<file path="src/rtl/led_breath_pwm.sv">
// led_breath_pwm: breathing-LED PWM driver.
// The duty ramps 0 -> full, holds, ramps back to 0, and repeats. A rising edge
// on SYNC_I restarts the ramp. PWM_O is a registered compare of the PWM counter
// against the effective duty.
// Build option: define LED_BREATH_GAMMA_EN to square the duty into a
// perceptual curve before the compare. DUTY_O always reports the linear duty.
module led_breath_pwm #(
  parameter int PWM_BITS         = 8,
  parameter int PRESCALE         = 4,
  parameter int STEP_PWM_PERIODS = 2,
  parameter int HOLD_STEPS       = 16
) (
  input  logic                CLK_I,
  input  logic                RST_I,
  input  logic                EN_I,
  input  logic                SYNC_I,
  output logic                PWM_O,
  output logic [PWM_BITS-1:0] DUTY_O,
  output logic                DIR_O,
  output logic                CYCLE_DONE_O
);

  localparam int PS_W = (PRESCALE > 1)         ? $clog2(PRESCALE)         : 1;
  localparam int ST_W = (STEP_PWM_PERIODS > 1) ? $clog2(STEP_PWM_PERIODS) : 1;
  localparam int HD_W = (HOLD_STEPS > 1)       ? $clog2(HOLD_STEPS)       : 1;

  localparam logic [PS_W-1:0]     PS_LAST  = PS_W'(PRESCALE - 1);
  localparam logic [ST_W-1:0]     ST_LAST  = ST_W'(STEP_PWM_PERIODS - 1);
  localparam logic [HD_W-1:0]     HD_LAST  = HD_W'(HOLD_STEPS - 1);
  localparam logic [PWM_BITS-1:0] DUTY_MAX = '1;
  localparam logic [PWM_BITS-1:0] DUTY_PRE = DUTY_MAX - 1'b1;

  typedef enum logic [1:0] {S_IDLE, S_RISE, S_HOLD, S_FALL} state_e;

  state_e              state_q, state_d;
  logic [PS_W-1:0]     presc_q, presc_d;
  logic [PWM_BITS-1:0] pwm_cnt_q, pwm_cnt_d;
  logic [ST_W-1:0]     step_q, step_d;
  logic [HD_W-1:0]     hold_q, hold_d;
  logic [PWM_BITS-1:0] duty_q, duty_d;
  logic                sync_q, sync_d;
  logic                pwm_q, pwm_d;
  logic                done_q, done_d;

  logic                tick, boundary, step, sync_edge;
  logic [PWM_BITS-1:0] duty_eff;

  assign tick      = (presc_q == PS_LAST);
  assign boundary  = tick && (pwm_cnt_q == DUTY_MAX);
  assign step      = boundary && (step_q == ST_LAST);
  assign sync_edge = SYNC_I && !sync_q;

`ifdef LED_BREATH_GAMMA_EN
  logic [2*PWM_BITS-1:0] duty_sq;
  // Squared duty, keeping the upper half of the product.
  assign duty_sq  = {{PWM_BITS{1'b0}}, duty_q} * {{PWM_BITS{1'b0}}, duty_q};
  assign duty_eff = PWM_BITS'(duty_sq >> PWM_BITS);
`else
  assign duty_eff = duty_q;
`endif

  // Next-state: enable drop, then entry from idle, then sync restart, then the step FSM.
  always_comb begin
    state_d   = state_q;
    presc_d   = tick ? '0 : presc_q + 1'b1;
    pwm_cnt_d = tick ? pwm_cnt_q + 1'b1 : pwm_cnt_q;
    step_d    = boundary ? ((step_q == ST_LAST) ? '0 : step_q + 1'b1) : step_q;
    hold_d    = hold_q;
    duty_d    = duty_q;
    done_d    = 1'b0;
    sync_d    = SYNC_I;
    pwm_d     = (pwm_cnt_q < duty_eff);

    if (!EN_I || state_q == S_IDLE || sync_edge) begin
      // All three paths park every counter at zero; only the target state differs.
      state_d   = EN_I ? S_RISE : S_IDLE;
      presc_d   = '0;
      pwm_cnt_d = '0;
      step_d    = '0;
      hold_d    = '0;
      duty_d    = '0;
    end else if (step) begin
      unique case (state_q)
        S_RISE: begin
          duty_d = duty_q + 1'b1;
          if (duty_q == DUTY_PRE) begin
            hold_d  = '0;
            state_d = (HOLD_STEPS == 0) ? S_FALL : S_HOLD;
          end
        end
        S_HOLD: begin
          if (hold_q == HD_LAST) begin
            hold_d  = '0;
            state_d = S_FALL;
          end else begin
            hold_d = hold_q + 1'b1;
          end
        end
        S_FALL: begin
          duty_d = duty_q - 1'b1;
          if (duty_q == {{(PWM_BITS-1){1'b0}}, 1'b1}) begin
            done_d  = 1'b1;
            state_d = S_RISE;
          end
        end
        default: state_d = S_IDLE;
      endcase
    end
  end

  // State and datapath registers, asynchronously cleared.
  always_ff @(posedge CLK_I or posedge RST_I) begin
    if (RST_I) begin
      state_q   <= S_IDLE;
      presc_q   <= '0;
      pwm_cnt_q <= '0;
      step_q    <= '0;
      hold_q    <= '0;
      duty_q    <= '0;
      sync_q    <= 1'b0;
      pwm_q     <= 1'b0;
      done_q    <= 1'b0;
    end else begin
      state_q   <= state_d;
      presc_q   <= presc_d;
      pwm_cnt_q <= pwm_cnt_d;
      step_q    <= step_d;
      hold_q    <= hold_d;
      duty_q    <= duty_d;
      sync_q    <= sync_d;
      pwm_q     <= pwm_d;
      done_q    <= done_d;
    end
  end

  assign PWM_O        = pwm_q;
  assign DUTY_O       = duty_q;
  assign DIR_O        = (state_q == S_RISE) || (state_q == S_HOLD);
  assign CYCLE_DONE_O = done_q;

endmodule
</file>
<file path="config.mk">
export PLATFORM = sky130hd
export DESIGN_NAME = led_breath_pwm
export DESIGN_NICKNAME = d
export VERILOG_FILES = /design/src/rtl/led_breath_pwm.sv
export SDC_FILE = /design/constraint.sdc
export NUM_CORES = 1
export LEC_CHECK = 0
export ABC_AREA = 1
export BUFFER_PORTS_ARGS = -buffer_cell sky130_fd_sc_hd__buf_2
export CORE_ASPECT_RATIO = 0.8
export CORE_MARGIN = 2
export CORE_UTILIZATION = 60
export DETAILED_ROUTE_END_ITERATION = 8
export PLACE_DENSITY = 0.8
export SLEW_MARGIN = 20
export SYNTH_ARGS = -nofsm -noshare
export SYNTH_HDL_FRONTEND = slang
export SYNTH_SLANG_ARGS = --single-unit
</file>
<file path="constraint.sdc">
create_clock -name CLK_I -period 1.8 [get_ports CLK_I]
set_input_delay 0.18 -clock CLK_I [delete_from_list [all_inputs] [get_ports CLK_I]]
set_output_delay 0.18 -clock CLK_I [all_outputs]
set_load 0.03 [all_outputs]
</file>
==> flow_metrics.py <==
metrics = {
    "sta": {
        "fin_crit_ns": 1.66,
        "timing.fmax_mhz": 604,
        "maxSlewHeadroom_pct": 72.8,
        "rsz0062_at_grt": "false",
        "finalSetupViolCount": 0,
        "fin_crit_sh_pct": 91.9,
        "tns_ns": 0,
        "worstMarginPinSlew_ns": 0.405,
        "hold_slack_ns": 0.0126,
        "hold_viol": 0,
        "final-max-slew-violation-count": 0,
        "skew_ns": 0.00846,
    },
    "clocking": {
        "path_clk_slew_ns": 0.10,
        "insertion_delay_ns": 0.28,
        "cts_buffers": 3,
        "htreeDepth": 1,
        "cts_tree": "built",
        "cts_buffer_depth": 2,
        "cts_root_buf": "clkbuf_8",
        "clock_sinks": 28,
        "postCtsSetupBuffers": 0,
    },
    "logic_synthesis": {
        "synth-warning-count": 0,
        "synth.distinct_cells": 32,
        "syn_area_per_cell_um2": 7.66,
        "synth.area.top_cells": "dfrtp_1 36%, ha_1 12%, nand2_1 11%",
        "synth-main-ff-cell": "dfrtp_1",
        "synth_edf_count": 0,
        "synth_seq_cells": 28,
        "syn_inst": 252,
        "synth_fp_nets": 274,
        "ys_seq_area_share_pct": 36.3,
        "synth_top_area_share_pct": 36.3,
        "asyncSetResetFlopFracSynth_pct": 100,
        "syn_area_um2": 1930,
        "netlist.top_cell.by_area": "dfrtp_1",
    },
    "power": {
        "p_clk_share_pct": 22.8,
        "p_sw_uw": 878,
        "seq_power_share_pct": 34.2,
        "ir_worst_vdd_v": 0.000602,
        "switching_share_pct": 40.2,
        "p_int_mw": 1.31,
        "comb_power_share_pct": 43.0,
        "p_leak_nw": 1.10,
        "power_density_nw_per_um2": 1010,
    },
    "global_route": {
        "grt_pass1_vias": 1460,
        "grt_usage_pct": 24.5,
        "antenna_found_initial": 0,
        "grt_max_degree": 29,
        "grt_overflow": 0,
        "grt_pass1_wl_mm": 6.68,
    },
    "worst_setup_path": {
        "setup.worst_path.start_class": "flip-flop",
        "r2r_start": "state_q[0]",
        "worstSetupPathType": "reg2reg",
        "startpoint": "state_q[0]",
        "crit_chain": "inv_1, ha_1, inv_1, nand3_1, buf_6, nor2_2, nand2_1, o21ai_0",
        "crit_slowest_cell": "dfrtp_1",
        "critPathRequiredTime_ns": 1.99,
        "r2r_cells": 8,
        "path_common_cell": "inv_1",
        "r2r_slack_ns": 0.14,
        "critPathMaxStageDelay_ns": 0.42,
        "r2r_end": "hold_q[0]",
        "cp-end-kind": "flip-flop",
        "path_max_fanout": 11,
        "endpoint": "hold_q[0]",
        "arrival_ns": 1.85,
    },
    "routing": {
        "routedWlPerCell_um": 12.8,
        "dr.pass1.iters": 4,
        "via_per_inst": 5.37,
        "drc": 0,
        "ant_nets": 0,
        "vias": 1671,
        "routed_wl_mm": 3.97,
        "drt_iter0_drc": 96,
    },
    "finish": {
        "layout-drive-gt1-share_pct": 14.8,
        "design_area_um2": 2170,
        "area_growth_pct": 12.2,
        "antennaDiodeCount": 0,
        "fin_util_pct": 70.2,
        "finalNetCount": 294,
    },
    "floorplan": {
        "die_h_um": 54.7,
        "dieWidth_um": 67.4,
        "rows": 18,
        "start_util_pct": 62.6,
        "die-area_um2": 3690,
        "ios": 15,
        "fp.coreArea_um2": 3090,
    },
    "run_status": {
        "status": "complete, no violations",
    },
    "place": {
        "gp_congestion": 0.835,
        "placedInstanceArea_um2": 2060,
        "dp_hpwl_mm": 2.95,
        "port-buffer-count": 14,
    },
    "min_path": {
        "hold_path_class": "in2reg",
        "hold_path_depth": 1,
    },
    "run": {
        "maxCapViolations": 0,
    },
}
[state kept, by name, summed over array words and instances, names as in the netlist]
name and flops:
DUTY_O 8, pwm_cnt_q 8, hold_q 4, presc_q 2
state_q 2, CYCLE_DONE_O 1, PWM_O 1, step_q 1
sync_q 1
[layout by cell type (no fill, tap or decap), types with 6 or more instances in the layout]
master,synthesis,routed
buf_4,2,6
nand4_1,7,7
ha_1,18,17
xor2_1,6,6
inv_1,29,29
o21ai_0,16,16
dfrtp_1,28,27
buf_2,5,14
nand2_1,59,59
nor2_1,24,23
a21oi_1,11,10
nand3_1,21,20
[Yosys cell counts (2+ instances only)]
| library cell | instances |
|---|---|
| inv_1 | 29 |
| nor3_1 | 3 |
| nand3_4 | 2 |
| o21ai_0 | 16 |
| nand4_1 | 7 |
| buf_4 | 2 |
| ha_1 | 18 |
| xor2_1 | 6 |
| nand3_1 | 21 |
| o21ai_1 | 3 |
| nor2_1 | 24 |
| nand2_1 | 59 |
| o21a_1 | 2 |
| dfrtp_1 | 28 |
| buf_2 | 5 |
| a21oi_1 | 11 |
[cell type report]
type,count,area [um^2]
tap,40,50.0
timing repair buffer,22,136
sequential,28,702
fill,255,920
inverter,32,125
multi-input combinational,185,1080
clock inverter,1,30.0
clock buffer,3,41.3
[power groups by stage]
stage	clock network, mW	registers, mW	logic, mW
2_1_floorplan	0	0.798	0.667
3_3_place_gp	0	0.755	0.903
3_5_place_dp	0	0.757	0.914
4_1_cts	0.510	0.745	0.919
5_1_grt	0.538	0.757	1.07
6_report	0.499	0.747	0.939
[worst min path at each step]
stage,from,end,slack (ns)
2_1_floorplan,SYNC_I,sync_q,0.21
3_3_place_gp,RST_I,presc_q[0],0.26
3_5_place_dp,RST_I,presc_q[1],0.26
4_1_cts,SYNC_I,sync_q,0.01
5_1_grt,SYNC_I,sync_q,0.002
6_report,SYNC_I,sync_q,0.01
[through the flow]
stage | setup slack [ns] | instances | total power, mW
after floorplan | 0.235 | 252 | 1.47
after global placement | 0.197 | 306 | 1.66
after detailed placement | 0.129 | 306 | 1.67
after CTS | 0.118 | 311 | 2.17
after global routing | 0.0328 | 311 | 2.36
final | 0.145 | 311 | 2.18
[critical path: cells and delay by family, from the launching register on]
kind,cells,cell delay [ns]
and+or+nand+nor,3,0.42
adders and majority gates,1,0.19
AOI/OAI and AO/OA,1,0.19
buffers and inverters,3,0.34
DFF,1,0.42
[what timing repair did]
item / 4_1_cts / 5_1_grt
gates resized for setup: 0 / 7
hold endpoints to repair: 28 / 0
hold buffers: 1 / 0
setup endpoints to repair: 0 / 7
[cell families (layout without fill, tap and decap cells)]
| logic type | Yosys count | in the layout | share of synthesized area (%) |
|---|---|---|---|
| simple gates | 122 | 122 | 28.9 |
| flops | 28 | 28 | 36.3 |
| xor+xnor | 7 | 7 | 3.18 |
| buf+inv | 39 | 58 | 8.42 |
| compound gates | 37 | 37 | 11.0 |
| fa+ha+maj | 18 | 18 | 11.7 |
| mux | 1 | 1 | 0.518 |
[metal layers]
layer | routed length (um) | vias up | global-route usage (%)
li1 | - | 864 | -
met5 | 0 | - | 0
met4 | 27 | 0 | 5.44
met2 | 1800 | 29 | 39.9
met3 | 130 | 5 | 4.32
met1 | 2020 | 773 | 34.2
No activity file was read; power rests on OpenSTA's default activity.
